File: config.mk
export PLATFORM = sky130hd
export DESIGN_NAME = dmem_access_ctrl
export DESIGN_NICKNAME = d
export VERILOG_FILES = /design/src/rtl/dmem_access_ctrl.sv
export SDC_FILE = /design/constraint.sdc
export NUM_CORES = 1
export LEC_CHECK = 0
export CORE_MARGIN = 2
export CORE_UTILIZATION = 35
export DETAILED_ROUTE_END_ITERATION = 16
export GPL_TIMING_DRIVEN = 0
export PLACE_DENSITY = 0.69
export SYNTH_ARGS = -nofsm -noshare
export SYNTH_HDL_FRONTEND = slang
export SYNTH_SLANG_ARGS = --single-unit
export TNS_END_PERCENT = 100
File: constraint.sdc
create_clock -name clk -period 3 [get_ports clk]
set_input_delay 0.3 -clock clk [delete_from_list [all_inputs] [get_ports clk]]
set_output_delay 0.3 -clock clk [all_outputs]
set_load 0.02 [all_outputs]
File: src/rtl/dmem_access_ctrl.sv
// Memory-stage controller: turns decoded lw/sw into a req/ready handshake with data
// memory, stalls upstream until completion and registers the write-back result.
module dmem_access_ctrl #(
    parameter int unsigned TIMEOUT = 16
) (
    input  logic        clk,
    input  logic        rst_n,
    input  logic        ex_valid,
    input  logic        MemRead,
    input  logic        MemWrite,
    input  logic        MemtoReg,
    input  logic        RegWrite,
    input  logic [31:0] alu_result,
    input  logic [31:0] store_data,
    input  logic [4:0]  dest_reg,
    output logic        mem_req,
    output logic        mem_we,
    output logic [31:0] mem_addr,
    output logic [31:0] mem_wdata,
    input  logic        mem_ready,
    input  logic [31:0] mem_rdata,
    output logic        stall,
    output logic        wb_en,
    output logic [4:0]  wb_reg,
    output logic [31:0] wb_data,
    output logic        mem_err
);

    localparam int unsigned CNT_W = (TIMEOUT > 2) ? $clog2(TIMEOUT) : 1;

    typedef enum logic {
        IDLE   = 1'b0,
        ACCESS = 1'b1
    } state_t;

    state_t             state;
    logic [CNT_W-1:0]   cnt;
    logic [4:0]         dest_l;
    logic               m2r_l;
    logic               rw_l;

    logic               aligned;
    logic               accept;
    logic               illegal;
    logic               rtype_wb;
    logic               abort;

    // Decode of the EX-stage request and the ACCESS-state abort condition
    always_comb begin
        aligned  = 1'b0;
        accept   = 1'b0;
        illegal  = 1'b0;
        rtype_wb = 1'b0;
        abort    = 1'b0;
        stall    = 1'b0;

        aligned  = (alu_result[1:0] == 2'b00);
        accept   = ex_valid & (MemRead ^ MemWrite) & aligned;
        illegal  = ex_valid & ((MemRead & MemWrite) | ((MemRead | MemWrite) & !aligned));
        rtype_wb = ex_valid & !MemRead & !MemWrite & RegWrite;
        abort    = (state == ACCESS) & !mem_ready & (cnt == CNT_W'(TIMEOUT - 1));

        if (state == IDLE) begin
            stall = accept;
        end else begin
            stall = !mem_ready & !abort;
        end
    end

    // FSM, request latches and write-back registers
    always_ff @(posedge clk or negedge rst_n) begin
        if (!rst_n) begin
            state     <= IDLE;
            cnt       <= '0;
            mem_req   <= 1'b0;
            mem_we    <= 1'b0;
            mem_addr  <= '0;
            mem_wdata <= '0;
            dest_l    <= '0;
            m2r_l     <= 1'b0;
            rw_l      <= 1'b0;
            wb_en     <= 1'b0;
            wb_reg    <= '0;
            wb_data   <= '0;
            mem_err   <= 1'b0;
        end else begin
            wb_en   <= 1'b0;
            mem_err <= 1'b0;
            case (state)
                IDLE: begin
                    if (accept) begin
                        state     <= ACCESS;
                        cnt       <= '0;
                        mem_req   <= 1'b1;
                        mem_we    <= MemWrite;
                        mem_addr  <= alu_result;
                        mem_wdata <= store_data;
                        dest_l    <= dest_reg;
                        m2r_l     <= MemtoReg;
                        rw_l      <= RegWrite;
                    end else if (illegal) begin
                        mem_err <= 1'b1;
                    end else if (rtype_wb) begin
                        wb_en   <= 1'b1;
                        wb_reg  <= dest_reg;
                        wb_data <= alu_result;
                    end
                end
                ACCESS: begin
                    if (mem_ready) begin
                        state   <= IDLE;
                        mem_req <= 1'b0;
                        if (!mem_we && rw_l) begin
                            wb_en   <= 1'b1;
                            wb_reg  <= dest_l;
                            wb_data <= m2r_l ? mem_rdata : mem_addr;
                        end
                    end else if (abort) begin
                        state   <= IDLE;
                        mem_req <= 1'b0;
                        mem_err <= 1'b1;
                    end else begin
                        cnt <= cnt + CNT_W'(1);
                    end
                end
            endcase
        end
    end

endmodule

==> summary.md <==
| Metric | Value |
|---|---|
| Cell variety after synth | `32` |
| Internal | `approximately 0.0049 W` |
| Setup CP Type | `input pin to output port` |
| Worst r2r src | `state` |
| Area of the multi-input gates | `about 2200 µm²` |
| Synth area leaders | `dfrtp_1 56%, mux2_2 20%, mux2i_1 6.1%` |
| CP Capture Type | `output port` |
| Dpl hpwl | `roughly 11000 µm` |
| Max cap viols | `0` |
| Ports | `roughly 220` |
| Sequential power share | `roughly 34%` |
| Syn nets | `between 500 and 600` |
| CP Launch Point | `MemRead` |
| Net Sw Frac | `between 30% and 40%` |
| Clock latency on the worst-skew pair | `approximately 0.41 ns` |
| Worst Setup Start Kind | `input pin` |
| CTS root buffer | `clkbuf_16` |
| Synth top area share | `approximately 56%` |
| Synth Warn # | `0` |
| Total GRT Usage | `18.88%` |
| Placed Area | `7655 µm²` |
| Area Growth Syn to Fin | `57.30%` |
| CTS max path bufs | `2` |
| Vias | `about 4000` |
| NumNets Final | `between 700 and 800` |
| Slew Viols, Final | `0` |
| Placer congestion estimate | `between 0.7 and 0.8` |
| Final Skew | `0.006009 ns` |
| Setup bufs post-CTS | `0` |
| Die width | `126.5 µm` |
| Setup slack, reg-to-reg | `roughly 0.9 ns` |
| Die height | `126.5 µm` |
| Ys flop type | `dfrtp_1` |
| Antenna cells | `0` |
| Total power | `roughly 0.007 W` |
| Final WL | `between 10000 and 15000 µm` |
| Clock sink total | `between 100 and 150` |
| Synthesized cell area | `approximately 5300 µm²` |
| Required time of the critical path | `2.70 ns` |
| DRT iter0 DRCs | `around 120` |
| CTS Buf Count | `17` |
| DR pass1 iterations | `4` |
| Worst path depth | `6` |
| Crit-path max FO | `7` |
| Psw | `0.002263 W` |
| Final setup fails | `0` |
| Worst Setup EP | `stall` |
| Drt drc | `0` |
| WP data arrival | `between 2 and 2.5 ns` |
| Clk pwr share | `between 20% and 30%` |
| Pleak | `approximately 3.6 nW` |
| Pwr dens | `around 870 nW/µm²` |
| IO Port Bufs | `214` |
| Number of flops mapped to enable cells by yosys | `0` |
| Setup WS pre-CTS | `-0.06484 ns` |
| Crit path max-delay cell type | `clkdlybuf4s50_1` |
| Starting Density | `a little over a third` |
| RSZ-0062 raised after global routing | `false` |
| Worst Tran Pin Value | `~0.67 ns` |
| CP top delay family | `buffers and inverters` |
| Most frequent cells in the layout | `212 x clkdlybuf4s50_1, 117 x dfrtp_1, 92 x mux2_2, 34 x nor2_1` |
| Fin. Hold Viols | `0` |
| Crit path buffers/inverters | `3` |
| H-tree levels | `4` |
| Final Cycle Share | `a little over 90%` |
| Vias in the first global route | `4424` |
| Async set-or-reset flop fraction in the synthesized netlist | `100.0%` |
| Yosys top cell by area | `dfrtp_1` |
| Critical R2R Capture | `wb_data[5]` |
| Clk pin slew, worst setup/hold paths | `around 0.050 ns` |
| Die ar. | `between 15000 and 20000 µm²` |
| Post-synthesis register bit count | `~120` |
| Combinational power share | `37.9%` |
| CP max stage delay | `roughly 0.53 ns` |
| Largest net degree at the start of global routing | `88` |
| Vias/cell | `4.917` |
| Fmax | `about 370 MHz` |
| Crit-path cells | `clkdlybuf4s50_1, inv_1, ha_1, or3b_4, o32ai_2, dlygate4sd2_1` |
| Rel. slew slack | `55.39%` |
| Antenna Nets Post-Route | `0` |
| Wirelength per Cell | `approximately 18 µm` |
| Peak supply drop | `around 0.00044 V` |
| Core ar. | `roughly 15000 µm²` |
| Commonest non-fill, non-tap cell in the layout | `clkdlybuf4s50_1` |
| Sequential element share of the synthesized area | `a little under three fifths` |
| Gate Count Post-Synth | `between 300 and 400` |
| Cells on worst reg2reg path | `4` |
| Design Area, Final | `between 8000 and 9000 µm²` |
| Largest regs | `mem_addr x32, mem_wdata x32, wb_data x32` |
| Hold Path Class | `input pin to async pin` |
| First-pass GRT wire length | `23560 µm` |
| Share of cells above drive strength 1 | `around 26%` |
| Number of antenna violations at the first check in global routing | `0` |
| Status | `finished, final reports clean` |
| Sequential cell area | `2928 µm²` |
| Syn_area_per_cell | `around 13 µm²` |
| Filler cell count | `1170` |
| Crit path time final | `~2.7 ns` |
| CTS tree | `built` |
| Rows | `44` |
| Global route overflow | `0` |
| Final WS setup | `about 0.26 ns` |
-- worst reg2reg max path: cells and delay by family (launching register included) --
kind,cells,cell delay (ns)
AOI/OAI and AO/OA,1,0.15
buffers and inverters,2,1.11
DFF,1,0.43
muxes,1,0.29
-- synth_stat cells (3+ instances only) --
cell,n
dfrtp_1,117
mux2_2,92
nor2_1,34
a21oi_1,32
mux2i_1,32
mux2_4,19
buf_2,13
clkbuf_1,7
inv_1,6
o21ai_0,6
nand3_1,4
and2_1,3
buf_6,3
ha_1,3
nand2_1,3
-- final cells by class --
type | count | area share, %
clock buffer | 19 | 5.360
inverter | 6 | 0.2725
sequential | 117 | 35.43
timing repair buffer | 216 | 26.37
multi-input combinational | 244 | 26.31
buffer | 24 | 1.559
tap | 184 | 2.786
clock inverter | 13 | 1.908
-- what timing repair did --
item,4_1_cts,5_1_grt
resized for setup,1,0
hold endpoints to repair,30,0
hold buffers,1,0
endpoints found under the setup margin,1,0
-- how the worst min path moves through the flow --
| stage | cells past startpoint | slack [ns] | to |
|---|---|---|---|
| after global placement | 2 | 0.47 | mem_req |
| final | 2 | 0.33 | mem_wdata[8] |
| after detailed placement | 1 | 0.20 | mem_wdata[3] |
| after global routing | 2 | 0.36 | mem_wdata[0] |
| after CTS | 2 | 0.32 | mem_wdata[5] |
| after floorplan | 0 | 0.004 | cnt[0] |
-- metrics by stage --
| step | instances | TNS (ns) | hold slack (ns) | utilization, % |
|---|---|---|---|---|
| 2_1_floorplan | 391 | 0 | 0.004409 | - |
| 3_3_place_gp | 789 | -339.71 | 0.4653 | 52.27 |
| 3_5_place_dp | 790 | -0.06484 | 0.1984 | 52.47 |
| 4_1_cts | 823 | 0 | 0.3203 | 56.65 |
| 5_1_grt | 823 | 0 | 0.3562 | 56.65 |
| 6_report | 823 | 0 | 0.3274 | 56.65 |
-- routing by layer --
metal  up-vias  GRT usage (%)  part of all wire, %
met5         -              0                    0
met4         0          6.981                  1.7
met3        19          8.056                  9.3
met2       171          30.42                   47
met1      2004          22.56                   42
li1       1853              -                    -
-- power groups by stage --
stage / clock (W) / combinational [W] / sequential [W]
after floorplan: 0 / 0.000791 / 0.00300
after CTS: 0.00209 / 0.00276 / 0.00243
final: 0.00204 / 0.00273 / 0.00243
after detailed placement: 0 / 0.00275 / 0.00244
after global routing: 0.00215 / 0.00288 / 0.00249
after global placement: 0 / 0.00272 / 0.00242
-- kinds of logic (layout without fill, tap and decap cells) --
family                   count (synthesis)  in the layout  synth area share [%]
AO/OA/AOI/OAI                           42             42                 4.382
XOR/XNOR                                 1              1                0.1667
adder cells (fa/ha/maj)                  3              3                0.7145
buffers and inverters                   30            278                 2.882
flip-flops                             117            117                 55.73
multiplexers                           143            143                 31.25
AND/OR/NAND/NOR                         55             55                 4.883
(Power assumes the default switching activity.)
